<file path="src/rtl/throw_turn_ctrl_pkg.sv">
// Shared widths, defaults, FSM encodings and score helper for the throw/turn sequencer.
package throw_turn_ctrl_pkg;

   localparam int FORCE_W       = 10;
   localparam int SCORE_W       = 4;
   localparam int MIN_FORCE_DEF = 4;
   localparam int WIN_SCORE_DEF = 5;

   localparam logic [2:0] S_AIM    = 3'd0;
   localparam logic [2:0] S_CHARGE = 3'd1;
   localparam logic [2:0] S_SETTLE = 3'd2;
   localparam logic [2:0] S_LAUNCH = 3'd3;
   localparam logic [2:0] S_FLIGHT = 3'd4;
   localparam logic [2:0] S_SWAP   = 3'd5;
   localparam logic [2:0] S_OVER   = 3'd6;

   // Saturating increment; a score never passes the winning value.
   function automatic logic [SCORE_W-1:0] score_inc(input logic [SCORE_W-1:0] s,
                                                    input logic [SCORE_W-1:0] lim);
      return (s >= lim) ? lim : s + 1'b1;
   endfunction

endpackage

</file>
<file path="src/rtl/throw_turn_ctrl_if.sv">
// Keyboard, power-bar, projectile and status signals of the turn sequencer.
interface throw_turn_ctrl_if;
   import throw_turn_ctrl_pkg::*;

   logic               space_p0;
   logic               space_p1;
   logic               new_game;
   logic               charge_space;
   logic [FORCE_W-1:0] throw_force;
   logic               launch_valid;
   logic               launch_ready;
   logic [FORCE_W-1:0] launch_force;
   logic               launch_player;
   logic               proj_done;
   logic               proj_hit;
   logic               active_player;
   logic [SCORE_W-1:0] score_p0;
   logic [SCORE_W-1:0] score_p1;
   logic               game_over;
   logic               winner;

   modport master (
      input  space_p0, space_p1, new_game, throw_force, launch_ready, proj_done, proj_hit,
      output charge_space, launch_valid, launch_force, launch_player,
             active_player, score_p0, score_p1, game_over, winner
   );

   modport slave (
      output space_p0, space_p1, new_game, throw_force, launch_ready, proj_done, proj_hit,
      input  charge_space, launch_valid, launch_force, launch_player,
             active_player, score_p0, score_p1, game_over, winner
   );

endinterface

</file>
<file path="src/rtl/throw_turn_ctrl_turn_timer.sv">
// Per-turn cycle counter; pulses expire_o on the last allowed cycle and wraps to zero.
module throw_turn_ctrl_turn_timer #(
   parameter int TURN_TIMEOUT = 650_000_000
) (
   input  logic clk,
   input  logic rst_n,
   input  logic clr_i,
   input  logic en_i,
   output logic expire_o
);

   localparam int CW = (TURN_TIMEOUT > 1) ? $clog2(TURN_TIMEOUT) : 1;
   localparam logic [CW-1:0] LAST = CW'(TURN_TIMEOUT - 1);

   logic [CW-1:0] cnt_q, cnt_d;

   assign expire_o = en_i && (cnt_q == LAST);

   always_comb begin
      cnt_d = cnt_q;
      if (clr_i || expire_o) cnt_d = '0;
      else if (en_i)         cnt_d = cnt_q + 1'b1;
   end

   always_ff @(posedge clk or negedge rst_n) begin
      if (!rst_n) cnt_q <= '0;
      else        cnt_q <= cnt_d;
   end

endmodule

</file>
<file path="src/rtl/throw_turn_ctrl.sv">
// Turn sequencer: gates SPACE to the power bar, launches the throw, scores landings, alternates players.
module throw_turn_ctrl
   import throw_turn_ctrl_pkg::*;
#(
   parameter int TURN_TIMEOUT = 650_000_000,
   parameter int MIN_FORCE    = MIN_FORCE_DEF,
   parameter int WIN_SCORE    = WIN_SCORE_DEF
) (
   input logic               clk,
   input logic               rst_n,
   throw_turn_ctrl_if.master bus
);

   logic [2:0]         state_q, state_d;
   logic               active_q, active_d;
   logic [SCORE_W-1:0] score0_q, score0_d, score1_q, score1_d;
   logic               charge_q, charge_d;
   logic               lv_q, lv_d;
   logic [FORCE_W-1:0] lf_q, lf_d;
   logic               lp_q, lp_d;
   logic               over_q, over_d, winner_q, winner_d;
   logic               pend_q, pend_d;
   logic [1:0]         settle_q, settle_d;
   logic               key_q, key_d;

   logic               key, key_rise, expire, tmr_en, tmr_clr, restart;
   logic [SCORE_W-1:0] new_score;

   assign key       = active_q ? bus.space_p1 : bus.space_p0;
   assign key_rise  = key & ~key_q;
   assign new_score = score_inc(active_q ? score1_q : score0_q, SCORE_W'(WIN_SCORE));
   assign tmr_en    = (state_q == S_AIM) || (state_q == S_CHARGE) || (state_q == S_SETTLE);
   assign tmr_clr   = restart || (state_q == S_SWAP);

   throw_turn_ctrl_turn_timer #(.TURN_TIMEOUT(TURN_TIMEOUT)) u_turn_timer (
      .clk      (clk),
      .rst_n    (rst_n),
      .clr_i    (tmr_clr),
      .en_i     (tmr_en),
      .expire_o (expire)
   );

   always_comb begin
      state_d  = state_q;   active_d = active_q;
      score0_d = score0_q;  score1_d = score1_q;
      charge_d = charge_q;  lv_d     = lv_q;
      lf_d     = lf_q;      lp_d     = lp_q;
      over_d   = over_q;    winner_d = winner_q;
      pend_d   = pend_q;    settle_d = settle_q;
      restart  = 1'b0;

      case (state_q)
         S_AIM: if (key_rise) begin
            charge_d = 1'b1;
            state_d  = S_CHARGE;
         end
         S_CHARGE: begin
            charge_d = key;
            settle_d = '0;
            if (!key) state_d = S_SETTLE;
         end
         S_SETTLE: begin
            if (settle_q == 2'd2) begin
               if (bus.throw_force < FORCE_W'(MIN_FORCE)) begin
                  state_d = S_AIM;
               end else begin
                  lf_d    = bus.throw_force;
                  lp_d    = active_q;
                  lv_d    = 1'b1;
                  state_d = S_LAUNCH;
               end
            end else begin
               settle_d = settle_q + 1'b1;
            end
         end
         S_LAUNCH: if (lv_q && bus.launch_ready) begin
            lv_d    = 1'b0;
            state_d = S_FLIGHT;
         end
         S_FLIGHT: if (bus.proj_done) begin
            if (pend_q) begin
               restart = 1'b1;
            end else if (bus.proj_hit) begin
               if (active_q) score1_d = new_score;
               else          score0_d = new_score;
               if (new_score == SCORE_W'(WIN_SCORE)) begin
                  over_d   = 1'b1;
                  winner_d = active_q;
                  state_d  = S_OVER;
               end else begin
                  state_d = S_SWAP;
               end
            end else begin
               state_d = S_SWAP;
            end
         end
         S_SWAP: begin
            active_d = ~active_q;
            state_d  = S_AIM;
         end
         S_OVER: ;
         default: state_d = S_AIM;
      endcase

      // Timeout wins over a same-cycle release or sample; the pending throw is dropped.
      if (expire) begin
         charge_d = 1'b0;
         lv_d     = lv_q;
         lf_d     = lf_q;
         lp_d     = lp_q;
         state_d  = S_SWAP;
      end

      if (bus.new_game) begin
         if ((state_q == S_LAUNCH) || ((state_q == S_FLIGHT) && !bus.proj_done)) pend_d = 1'b1;
         else restart = 1'b1;
      end

      if (restart) begin
         state_d  = S_AIM;
         active_d = 1'b0;
         score0_d = '0;
         score1_d = '0;
         charge_d = 1'b0;
         lv_d     = 1'b0;
         over_d   = 1'b0;
         winner_d = 1'b0;
         pend_d   = 1'b0;
         settle_d = '0;
      end

      // Track the key of whoever owns the next cycle so a key held over a swap shows no edge.
      key_d = active_d ? bus.space_p1 : bus.space_p0;
   end

   always_ff @(posedge clk or negedge rst_n) begin
      if (!rst_n) begin
         state_q  <= S_AIM;
         active_q <= 1'b0;
         score0_q <= '0;
         score1_q <= '0;
         charge_q <= 1'b0;
         lv_q     <= 1'b0;
         lf_q     <= '0;
         lp_q     <= 1'b0;
         over_q   <= 1'b0;
         winner_q <= 1'b0;
         pend_q   <= 1'b0;
         settle_q <= '0;
         key_q    <= 1'b0;
      end else begin
         state_q  <= state_d;
         active_q <= active_d;
         score0_q <= score0_d;
         score1_q <= score1_d;
         charge_q <= charge_d;
         lv_q     <= lv_d;
         lf_q     <= lf_d;
         lp_q     <= lp_d;
         over_q   <= over_d;
         winner_q <= winner_d;
         pend_q   <= pend_d;
         settle_q <= settle_d;
         key_q    <= key_d;
      end
   end

   assign bus.charge_space  = charge_q;
   assign bus.launch_valid  = lv_q;
   assign bus.launch_force  = lf_q;
   assign bus.launch_player = lp_q;
   assign bus.active_player = active_q;
   assign bus.score_p0      = score0_q;
   assign bus.score_p1      = score1_q;
   assign bus.game_over     = over_q;
   assign bus.winner        = winner_q;

endmodule
</file>
<file path="src/flat_wrapper.sv">
// flat-port wrapper written by rule: the top's interface ports become plain ports
module throw_turn_ctrl_flat import throw_turn_ctrl_pkg::*;
#(
   parameter int TURN_TIMEOUT = 650_000_000,
   parameter int MIN_FORCE    = MIN_FORCE_DEF,
   parameter int WIN_SCORE    = WIN_SCORE_DEF
)
  (clk, rst_n, bus_space_p0, bus_space_p1, bus_new_game, bus_throw_force, bus_launch_ready, bus_proj_done, bus_proj_hit, bus_charge_space, bus_launch_valid, bus_launch_force, bus_launch_player, bus_active_player, bus_score_p0, bus_score_p1, bus_game_over, bus_winner);
  throw_turn_ctrl_if bus_i ();
  input logic clk;
  input logic rst_n;
  input wire logic [$bits(bus_i.space_p0)-1:0] bus_space_p0;
  input wire logic [$bits(bus_i.space_p1)-1:0] bus_space_p1;
  input wire logic [$bits(bus_i.new_game)-1:0] bus_new_game;
  input wire logic [$bits(bus_i.throw_force)-1:0] bus_throw_force;
  input wire logic [$bits(bus_i.launch_ready)-1:0] bus_launch_ready;
  input wire logic [$bits(bus_i.proj_done)-1:0] bus_proj_done;
  input wire logic [$bits(bus_i.proj_hit)-1:0] bus_proj_hit;
  output wire logic [$bits(bus_i.charge_space)-1:0] bus_charge_space;
  output wire logic [$bits(bus_i.launch_valid)-1:0] bus_launch_valid;
  output wire logic [$bits(bus_i.launch_force)-1:0] bus_launch_force;
  output wire logic [$bits(bus_i.launch_player)-1:0] bus_launch_player;
  output wire logic [$bits(bus_i.active_player)-1:0] bus_active_player;
  output wire logic [$bits(bus_i.score_p0)-1:0] bus_score_p0;
  output wire logic [$bits(bus_i.score_p1)-1:0] bus_score_p1;
  output wire logic [$bits(bus_i.game_over)-1:0] bus_game_over;
  output wire logic [$bits(bus_i.winner)-1:0] bus_winner;
  assign bus_i.space_p0 = bus_space_p0;
  assign bus_i.space_p1 = bus_space_p1;
  assign bus_i.new_game = bus_new_game;
  assign bus_i.throw_force = bus_throw_force;
  assign bus_i.launch_ready = bus_launch_ready;
  assign bus_i.proj_done = bus_proj_done;
  assign bus_i.proj_hit = bus_proj_hit;
  assign bus_charge_space = bus_i.charge_space;
  assign bus_launch_valid = bus_i.launch_valid;
  assign bus_launch_force = bus_i.launch_force;
  assign bus_launch_player = bus_i.launch_player;
  assign bus_active_player = bus_i.active_player;
  assign bus_score_p0 = bus_i.score_p0;
  assign bus_score_p1 = bus_i.score_p1;
  assign bus_game_over = bus_i.game_over;
  assign bus_winner = bus_i.winner;
  throw_turn_ctrl #(.TURN_TIMEOUT(TURN_TIMEOUT), .MIN_FORCE(MIN_FORCE), .WIN_SCORE(WIN_SCORE)) u_core (.clk(clk), .rst_n(rst_n), .bus(bus_i));
endmodule
</file>
<file path="config.mk">
export PLATFORM = sky130hd
export DESIGN_NAME = throw_turn_ctrl_flat
export DESIGN_NICKNAME = d
export VERILOG_FILES = /design/src/rtl/throw_turn_ctrl_pkg.sv /design/src/rtl/throw_turn_ctrl_if.sv /design/src/rtl/throw_turn_ctrl_turn_timer.sv /design/src/rtl/throw_turn_ctrl.sv /design/src/flat_wrapper.sv
export SDC_FILE = /design/constraint.sdc
export NUM_CORES = 1
export LEC_CHECK = 0
export CAP_MARGIN = 20
export CELL_PAD_IN_SITES_DETAIL_PLACEMENT = 1
export CELL_PAD_IN_SITES_GLOBAL_PLACEMENT = 2
export CORE_UTILIZATION = 30
export CTS_CLUSTER_SIZE = 40
export DETAILED_ROUTE_END_ITERATION = 6
export PLACE_DENSITY_LB_ADDON = 0.1
export SLEW_MARGIN = 15
export SYNTH_ARGS = -nofsm -noshare
export SYNTH_HDL_FRONTEND = slang
export SYNTH_HIERARCHICAL = 1
export SYNTH_SLANG_ARGS = --single-unit
</file>
<file path="constraint.sdc">
create_clock -name clk -period 2.9 [get_ports clk]
set_input_delay 0.435 -clock clk [delete_from_list [all_inputs] [get_ports clk]]
set_output_delay 0.435 -clock clk [all_outputs]
set_load 0.03 [all_outputs]
</file>
-- Yosys cells after proc, flatten, opt, wreduce, memory -nomap -nowiden
Cells that the tools add are included.
W data, S select, Z words.
- flip-flop bits (word level): 61
- bits of input ports: 18
- output and inout bits: 24
- word-level logic and storage cells: 142
- $add $sub $neg: 3
- order comparisons: 2
- eq/ne operators: 23
- multiplexer cells: 65
- bitwise gates (word level): 5
- reductions and logical operators: 30
- operators by type and width (kind ; number):
    $mux W30 ; 2
    $mux W4 ; 14
    $mux W1 ; 32
    $add A30 B1 Y30 const B ; 1
    $eq A30 B30 Y1 const B ; 1
    $mux W3 ; 8
    $reduce_and A5 Y1 ; 4
    $pmux W3 S6 ; 1
    $reduce_bool A2 Y1 ; 8
    $ne A3 B2 Y1 const B ; 4
    $lt A10 B3 Y1 const B ; 1
    $mux W2 ; 5
    $eq A3 B3 Y1 const B ; 3
    $ne A4 B2 Y1 const B ; 2
    $ne A4 B3 Y1 const B ; 2
    $ne A4 B4 Y1 const B ; 2
    $reduce_and A7 Y1 ; 1
    $eq A3 B2 Y1 const B ; 2
    $reduce_and A2 Y1 ; 3
    $reduce_bool A3 Y1 ; 2
    $logic_or A1 B1 Y1 ; 5
    $add A4 B1 Y4 const B ; 1
    $eq A4 B3 Y1 const B ; 1
    $ge A4 B3 Y1 const B ; 1
    15 further kinds ; 22

-- Depth between registers and ports, before layout
Gate-level depths: netlist (run 1).
- depth in word-level cells: 11
- mapped depth: 12
- mapped depth without buffers: 8

-- Modules after synthesis
Netlist (run 1), hierarchy kept.
- by module, submodules not included (module ; times used ; cells an instance ; area each (um2) ; seq. area each (um2)):
    throw_turn_ctrl_turn_timer ; 1 ; 182 ; 1825.5 ; 750.7
    throw_turn_ctrl ; 1 ; 157 ; 1677.9 ; 775.7

-- Worst setup path before layout (run 1)
No wires, ideal clock.
- path type: register to register
- start: register u_core.state_q[2]
- end: register u_core.lf_q[1] (netlist: u_core/bus.launch_force[1])
- setup time: 0.128 ns
- arrival time: 2.675 ns
- path slack: 0.097 ns
- cell stages (with the launch flop): 12
- clock period less this slack: 2.803 ns
- cells stage by stage: dfrtp_1 > buf_2 > a21oi_1 > and3_1 > buf_6 > nand4_1 > nor3_2 > buf_2 > nor3_1 > and4_1 > buf_2 > mux2_1
- word-level cells in the longest chain between the ends: 6
- elaborated cells between the ends (all ways): 8
- RTL lines (item ; RTL line ; text):
    start, declared ; throw_turn_ctrl.sv:14 ; logic [2:0] state_q, state_d;
    start signal, assigned ; throw_turn_ctrl.sv:152 ; state_q <= state_d;
    $eq A3 B1 Y1 or $logic_not A3 Y1 (tied branches) ; throw_turn_ctrl.sv:32 ; assign tmr_en = (state_q == S_AIM) || (state_q == S_CHARGE) || (state_q == S_SETTLE);
    $logic_or A1 B1 Y1 ; throw_turn_ctrl.sv:32 ;
    $logic_or A1 B1 Y1 (*) ; throw_turn_ctrl.sv:32 ;
    named net u_core.tmr_en ; throw_turn_ctrl.sv:26 ; logic key, key_rise, expire, tmr_en, tmr_clr, restart;
    $logic_and A1 B1 Y1 (*) ; throw_turn_ctrl_turn_timer.sv:17 ; assign expire_o = en_i && (cnt_q == LAST);
    named net u_core.expire ; throw_turn_ctrl.sv:26 ;
    $not A1 Y1 (no source line) (*) ; n/a ;
    $reduce_and A4 Y1 (no source line) (*) ; n/a ;
    end signal, assigned ; throw_turn_ctrl.sv:158 ; lf_q <= lf_d;
    end, declared ; throw_turn_ctrl.sv:19 ; logic [FORCE_W-1:0] lf_q, lf_d;
Mark *: on every way through the listed nets, which the timed path passes. The rest lies on a longest branch.
A chain may end at the register's enable or synchronous reset.

-- Final worst setup path (run 1)
- start: register u_core.state_q[1]
- end: register u_core.lf_q[2] (netlist: u_core/bus.launch_force[2])
Same word-level chain as after synthesis.

==> results of run 1 <==
final timing paths:
| path | from | end | slack [ns] | depth (start not counted) |
|---|---|---|---|---|
| worst max-delay path | u_core/state_q[1] | u_core/bus.launch_force[2] | 0.48 | 8 |
| worst min-delay path | rst_n | u_core/u_turn_timer/cnt_q[3] | 0.15 | 1 |
| worst max register to register | u_core/state_q[1] | u_core/bus.launch_force[2] | 0.48 | 8 |
| worst min register to register | u_core/bus.launch_force[3] | u_core/bus.launch_force[3] | 0.48 | 1 |
| max in group asynchronous | rst_n | u_core/bus.score_p1[0] | 2.12 | 2 |
| min in group clk | u_core/bus.launch_force[3] | u_core/bus.launch_force[3] | 0.48 | 1 |
per-stage QoR:
| stage | hold slack (ns) | total power [mW] | setup WS, ns | utilization [%] |
|---|---|---|---|---|
| floorplan | 0.139 | 1.99 | 0.0970 | - |
| global placement | 0.470 | 2.47 | 0.554 | 35.5 |
| detailed placement | 0.480 | 2.48 | 0.483 | 35.5 |
| CTS | 0.185 | 3.70 | 0.415 | 38.3 |
| global route | 0.217 | 3.87 | 0.324 | 38.3 |
| finish | 0.152 | 3.62 | 0.484 | 38.3 |
synthesized netlist by cell type, types with 2 or more instances:
master,count,area [µm²]
buf_2,11,55.1
buf_6,5,56.3
mux2_1,22,248
or3_1,10,62.6
and4_1,5,43.8
nand2b_1,6,37.5
o21ai_0,9,45.0
nor2b_1,3,18.8
nor3_2,3,30.0
nand4_1,11,68.8
o31ai_1,10,75.1
nor4_1,6,37.5
a21o_1,2,15.0
nor3b_1,2,15.0
a211oi_2,8,100
nor3_1,9,45.0
xnor2_1,4,35.0
mux2i_1,5,50.1
clkbuf_1,3,11.3
a311oi_1,2,17.5
nand3_1,11,55.1
a211oi_1,8,60.1
ha_1,5,62.6
nand4_4,2,42.5
or4_1,10,75.1
inv_1,7,26.3
and3_1,6,37.5
o211ai_1,2,15.0
dfrtp_1,61,1530
nor2_1,22,82.6
xor2_1,7,61.3
a21oi_1,12,60.1
nand2_1,25,93.8
power by group through the flow:
stage / combinational, mW / sequential, mW / clock [mW]
after floorplan: 0.694 / 1.30 / 0
after global placement: 1.35 / 1.12 / 0
after detailed placement: 1.35 / 1.13 / 0
after CTS: 1.36 / 1.12 / 1.22
after global routing: 1.49 / 1.14 / 1.25
final: 1.33 / 1.11 / 1.18
per-layer routing:
layer | vias up | global-route usage, % | share of wire (%)
met3 | 10 | 5.23 | 3.2
met4 | 0 | 5.90 | 1.5
met1 | 1407 | 21.0 | 46
met2 | 31 | 28.2 | 49
li1 | 1362 | - | -
met5 | - | 0 | 0
cells by family (layout without fill, tap and decap cells):
group | count (synthesis) | in the layout
and+or+nand+nor | 141 | 141
AOI/OAI and AO/OA | 66 | 66
DFF | 61 | 61
muxes | 28 | 28
buffers and inverters | 27 | 75
xor gates and xnor gates | 11 | 11
adders and majority gates | 5 | 5
flip-flops by register name, summed over array words and instances, names as in the netlist, 2 cells and up:
register	count
u_core/u_turn_timer/cnt_q	30
u_core/bus.launch_force	10
u_core/bus.score_p0	4
u_core/bus.score_p1	4
u_core/state_q	3
u_core/settle_q	2
layout make-up:
type / count / area share [%]
multi-input cells: 251 / 41.6
repair buffers: 52 / 11.4
clock inverters: 4 / 1.60
well taps: 143 / 4.09
inverters: 7 / 0.600
flip-flops and latches: 61 / 34.9
clock buffers: 12 / 5.86
critical path, cell delays in order, from the launching register on:
cell and delay (ns):
dfrtp_1 0.38, a21oi_1 0.22, buf_4 0.19, and3_1 0.20, nand4_1 0.22, nor3_4 0.22, nor3_1 0.09, and4_1 0.39
mux2_1 0.38
==> results.sh, run 1 <==
export IMPL_ys_types=58
export IMPL_die_y_um=110
export IMPL_grt_overflow=0
export IMPL_synthesis_nets=362
export IMPL_crit_path_start_kind="flip-flop"
export IMPL_synth_compound_area_share_pct=14.1
export IMPL_clk_pin_slew_ns=0.05
export IMPL_grt_usage_pct=17.1
export IMPL_crit_fanout=12
export IMPL_hold_violations=0
export IMPL_finalCritPeriodShare_pct=83.3
export IMPL_antenna_left=0
export IMPL_fin_crit_ns=2.42
export IMPL_vias_per_cell=5.30
export IMPL_die_area_mm2=0.0121
export IMPL_criticalPathCategory="flip-flop to flip-flop"
export IMPL_nNetsFinal=405
export IMPL_routabilityCongestion=0.741
export IMPL_synth_mux_area_fraction_pct=8.82
export IMPL_synth_seq_area_share_pct=43.6
export IMPL_design_area_mm2=0.00438
export IMPL_place_inst=514
export IMPL_synthCells=339
export IMPL_clockBufferDepth=2
export IMPL_rsz0062_at_grt="no"
export IMPL_p_leak_nw=1.84
export IMPL_multi_input_area_mm2=0.00182
export IMPL_seq_power_share_pct=30.7
export IMPL_max_slew_worst_pin_slew_ns=0.707
export IMPL_dp_hpwl_um=6300
export IMPL_h_tree_depth=3
export IMPL_layout_drive_gt1_share_pct=12.4
export IMPL_synthFlopType="dfrtp_1"
export IMPL_synth_top_family_by_area="simple AND/OR/NAND/NOR gates"
export IMPL_nFillCells=1310
export IMPL_drt_initial_drc_count=90
export IMPL_dr_pass1_iters=4
export IMPL_arrival_ns=2.63
export IMPL_drv_cap=0
export IMPL_avgSynthCellArea_um2=10.3
export IMPL_combPwrFrac_pct=36.7
export IMPL_tns_ns=0
export IMPL_postPlaceCellArea_mm2=0.00405
export IMPL_worstPathRequired_ns=3.11
export IMPL_p_int_mw=2.36
export IMPL_initial_core_util_pct=30.7
export IMPL_syn_area_mm2=0.00350
export IMPL_p_clk_share_pct=32.5
export IMPL_setup_viol=0
export IMPL_regArea_mm2=0.00153
export IMPL_synthAdderAreaFrac_pct=1.79
export IMPL_wl_um=9090
export IMPL_critPathCaptureType="flip-flop"
export IMPL_antenna_found_initial=0
export IMPL_grt_pass1_wl_um=15600
export IMPL_port_buffer_count=41
export IMPL_diodes=0
export IMPL_area_delta_synth_final_pct=25.0
export IMPL_cts_buffers=9
export IMPL_vias=2810
export IMPL_power_density_mw_per_mm2=828
export IMPL_post_cts_buffers=0
export IMPL_final_common_cell="dfrtp_1"
export IMPL_ys_ff_latch=61
export IMPL_synth_edf_count=0
export IMPL_die_x_um=110
export IMPL_insertion_delay_ns=0.34
export IMPL_ios=42
export IMPL_wl_per_cell_um=17.1
export IMPL_yosys_area_share_simple_pct=24.3
export IMPL_clock_skew_ns=0.00435
export IMPL_instances_no_fill=530
export IMPL_cts_resized_gates=0
export IMPL_clockRootBuffer="clkbuf_16"
export IMPL_status="completed"
export IMPL_switching_share_pct=35.0
export IMPL_maxSlewViolCount=0
export IMPL_yosysWarnings=6
export IMPL_switchingPower_mw=1.27
export IMPL_grt_pass1_vias=3007
export IMPL_vdd_drop_max_v=0.000346
export IMPL_rows=39
export IMPL_grt_max_degree=34
export IMPL_cts_tree="done"
export IMPL_cts_sinks=61
export IMPL_synth_async_reset_ratio_pct=100
export IMPL_min_path_type="input pin to asynchronous set/reset pin"
export IMPL_holdBufCountCts=0
export IMPL_fmax_mhz=414
export IMPL_drc_errors=0
export IMPL_final_cell_mix="dfrtp_1 (61), clkdlybuf4s50_1 (40), nand2_1 (25), mux2_1 (22), nor2_1 (22)"
export IMPL_synthXorXnorAreaFrac_pct=2.75
export IMPL_core_area_mm2=0.0114
export IMPL_relSlewSlack_pct=52.9
Power figures use the tool's default switching activity.
==> run 2, diff against run 1 <==
==> constraint.sdc (replaced) <==
create_clock -name clk -period 2.11 [get_ports clk]
set_input_delay 0.3165 -clock clk [delete_from_list [all_inputs] [get_ports clk]]
set_output_delay 0.3165 -clock clk [all_outputs]
set_load 0.03 [all_outputs]
==> run 2 against run 1 <==
The run now ends with hold timing left. Clock power is 14% higher. Worst setup slack worse by 0.40 ns. Utilization is 1.9 points higher. Global-route usage rose by 0.27 points. Sequential power grew 39%. Sequential share of layout area down 1.6 points. Cell count grew 4.2%. Via count increased by 5.2%. Largest cell class unchanged.
==> results.sh, run 2 (synthesis gave the netlist of run 1 again) <==
export IMPL_r2r_setup_slack_ns=0.09
export IMPL_regMostFlops="u_core/u_turn_timer/cnt_q"
export IMPL_area_delta_synth_final_pct=31.1
export IMPL_crit_fanout=7
export IMPL_vias_per_cell=5.36
export IMPL_rows=39
export IMPL_drv_cap=0
export IMPL_wl_um=9630
export IMPL_grt_pass1_wl_um=15700
export IMPL_final_common_cell="dfrtp_1"
export IMPL_finalCritPeriodShare_pct=95.9
export IMPL_place_inst=532
export IMPL_nNetsFinal=428
export IMPL_grt_pass1_vias=3057
export IMPL_max_slew_worst_pin_slew_ns=0.416
export IMPL_p_leak_nw=1.93
export IMPL_drt_initial_drc_count=65
export IMPL_wl_per_cell_um=17.4
export IMPL_instances_no_fill=552
export IMPL_cts_tree="done"
export IMPL_die_x_um=110
export IMPL_clk_pin_slew_ns=0.05
export IMPL_grt_usage_pct=17.4
export IMPL_power_density_mw_per_mm2=1070
export IMPL_antenna_found_initial=0
export IMPL_h_tree_depth=3
export IMPL_violations="hold timing"
export IMPL_vdd_drop_max_v=0.000493
export IMPL_r2r_start="u_core/u_turn_timer/cnt_q[8]"
export IMPL_routabilityCongestion=0.712
export IMPL_fmax_mhz=494
export IMPL_largest_reg_flops=30
export IMPL_fin_crit_ns=2.02
export IMPL_setup_viol=0
export IMPL_clockBufferDepth=2
export IMPL_vias=2956
export IMPL_arrival_ns=2.24
export IMPL_dp_hpwl_um=6680
export IMPL_clockRootBuffer="clkbuf_16"
export IMPL_rsz0062_at_grt="no"
export IMPL_ios=42
export IMPL_layout_drive_gt1_share_pct=20.8
export IMPL_dr_pass1_iters=4
export IMPL_antenna_left=0
export IMPL_grt_max_degree=62
export IMPL_startpoint="u_core/u_turn_timer/cnt_q[8]"
export IMPL_core_area_mm2=0.0114
export IMPL_status="finished with violations"
export IMPL_critPathCaptureType="flip-flop"
export IMPL_diodes=0
export IMPL_final_cell_mix="dfrtp_1 (59), clkdlybuf4s50_1 (40), buf_4 (30), nand2_1 (25), nor2_1 (22)"
export IMPL_die_area_mm2=0.0121
export IMPL_min_path_type="input pin to asynchronous set/reset pin"
export IMPL_finish_utilization_pct=40.2
export IMPL_initial_core_util_pct=30.7
export IMPL_grt_overflow=0
export IMPL_r2r_cells=5
export IMPL_hold_violations=4
export IMPL_worst_hold_slack_ns=-0.00442
export IMPL_cts_sinks=61
export IMPL_die_y_um=110
export IMPL_cts_buffers=9
export IMPL_insertion_delay_ns=0.33
export IMPL_worstPathRequired_ns=2.33
export IMPL_drc_errors=0
export IMPL_crit_path_start_kind="flip-flop"
export IMPL_port_buffer_count=41
export IMPL_criticalPathCategory="flip-flop to flip-flop"
export IMPL_maxSlewViolCount=0
export IMPL_relSlewSlack_pct=72.0
export IMPL_clock_skew_ns=0.00790
export IMPL_timing_rr_end="u_core/u_turn_timer/cnt_q[15]"
==> run 2: worst max-delay path by stage <==
stage                                    end
2_1_floorplan     u_core/bus.launch_force[1]
3_3_place_gp      u_core/bus.launch_force[2]
3_5_place_dp      u_core/bus.launch_force[7]
4_1_cts           u_core/bus.launch_force[7]
5_1_grt        u_core/u_turn_timer/cnt_q[15]
6_report       u_core/u_turn_timer/cnt_q[15]
==> run 2: cell type report <==
| cell class | instances | area, µm² |
|---|---|---|
| Sequential cell | 61 | 1530 |
| Timing Repair Buffer | 74 | 691 |
| Inverter | 7 | 26.3 |
| Tap cell | 143 | 179 |
| Fill cell | 1303 | 6830 |
| Clock buffer | 13 | 260 |
| Clock inverter | 2 | 10.0 |
| Multi-Input combinational cell | 252 | 1900 |
==> run 2: timing repair <==
| item | in CTS | in global routing |
|---|---|---|
| endpoints found under the setup margin | 0 | 18 |
| resized for setup | 0 | 12 |
| hold buffers | 0 | 0 |
| buffers inserted | 0 | 4 |
==> run 2: per-layer routing <==
metal  vias up  global-route usage [%]  routed length, µm
met4         0                    7.05                 98
met1      1498                    21.1               4460
li1       1421                       -                  -
met3         6                    4.41                284
met5         -                       0                  0
met2        31                    29.2               4790
==> run 2: power by group <==
part | switching [mW] | internal, mW | total [mW]
registers | 0.162 | 1.38 | 1.54
logic | 1.13 | 0.910 | 2.04
clock network | 0.502 | 0.847 | 1.35
total | 1.80 | 3.14 | 4.93
==> run 2: worst max-delay path, stage by stage (launching register included) <==
cell and delay, ns:
dfrtp_1 0.45, and4_1 0.44, nand4_4 0.20, buf_4 0.21, or3_1 0.30, a211oi_1 0.31
==> run 2: metrics by stage <==
stage	hold WS [ns]	power [mW]	instance area, µm²	TNS, ns	worst slack [ns]
after detailed placement	0.362	3.55	4240	0	0.0500
after global placement	0.364	3.51	4240	0	0.0975
after global routing	0.0190	5.28	4590	0	0.00157
after CTS	0.00431	4.95	4510	0	0.0354
final	-0.00442	4.93	4590	0	0.0874
after floorplan	0.0209	2.80	3560	-3.64	-0.339
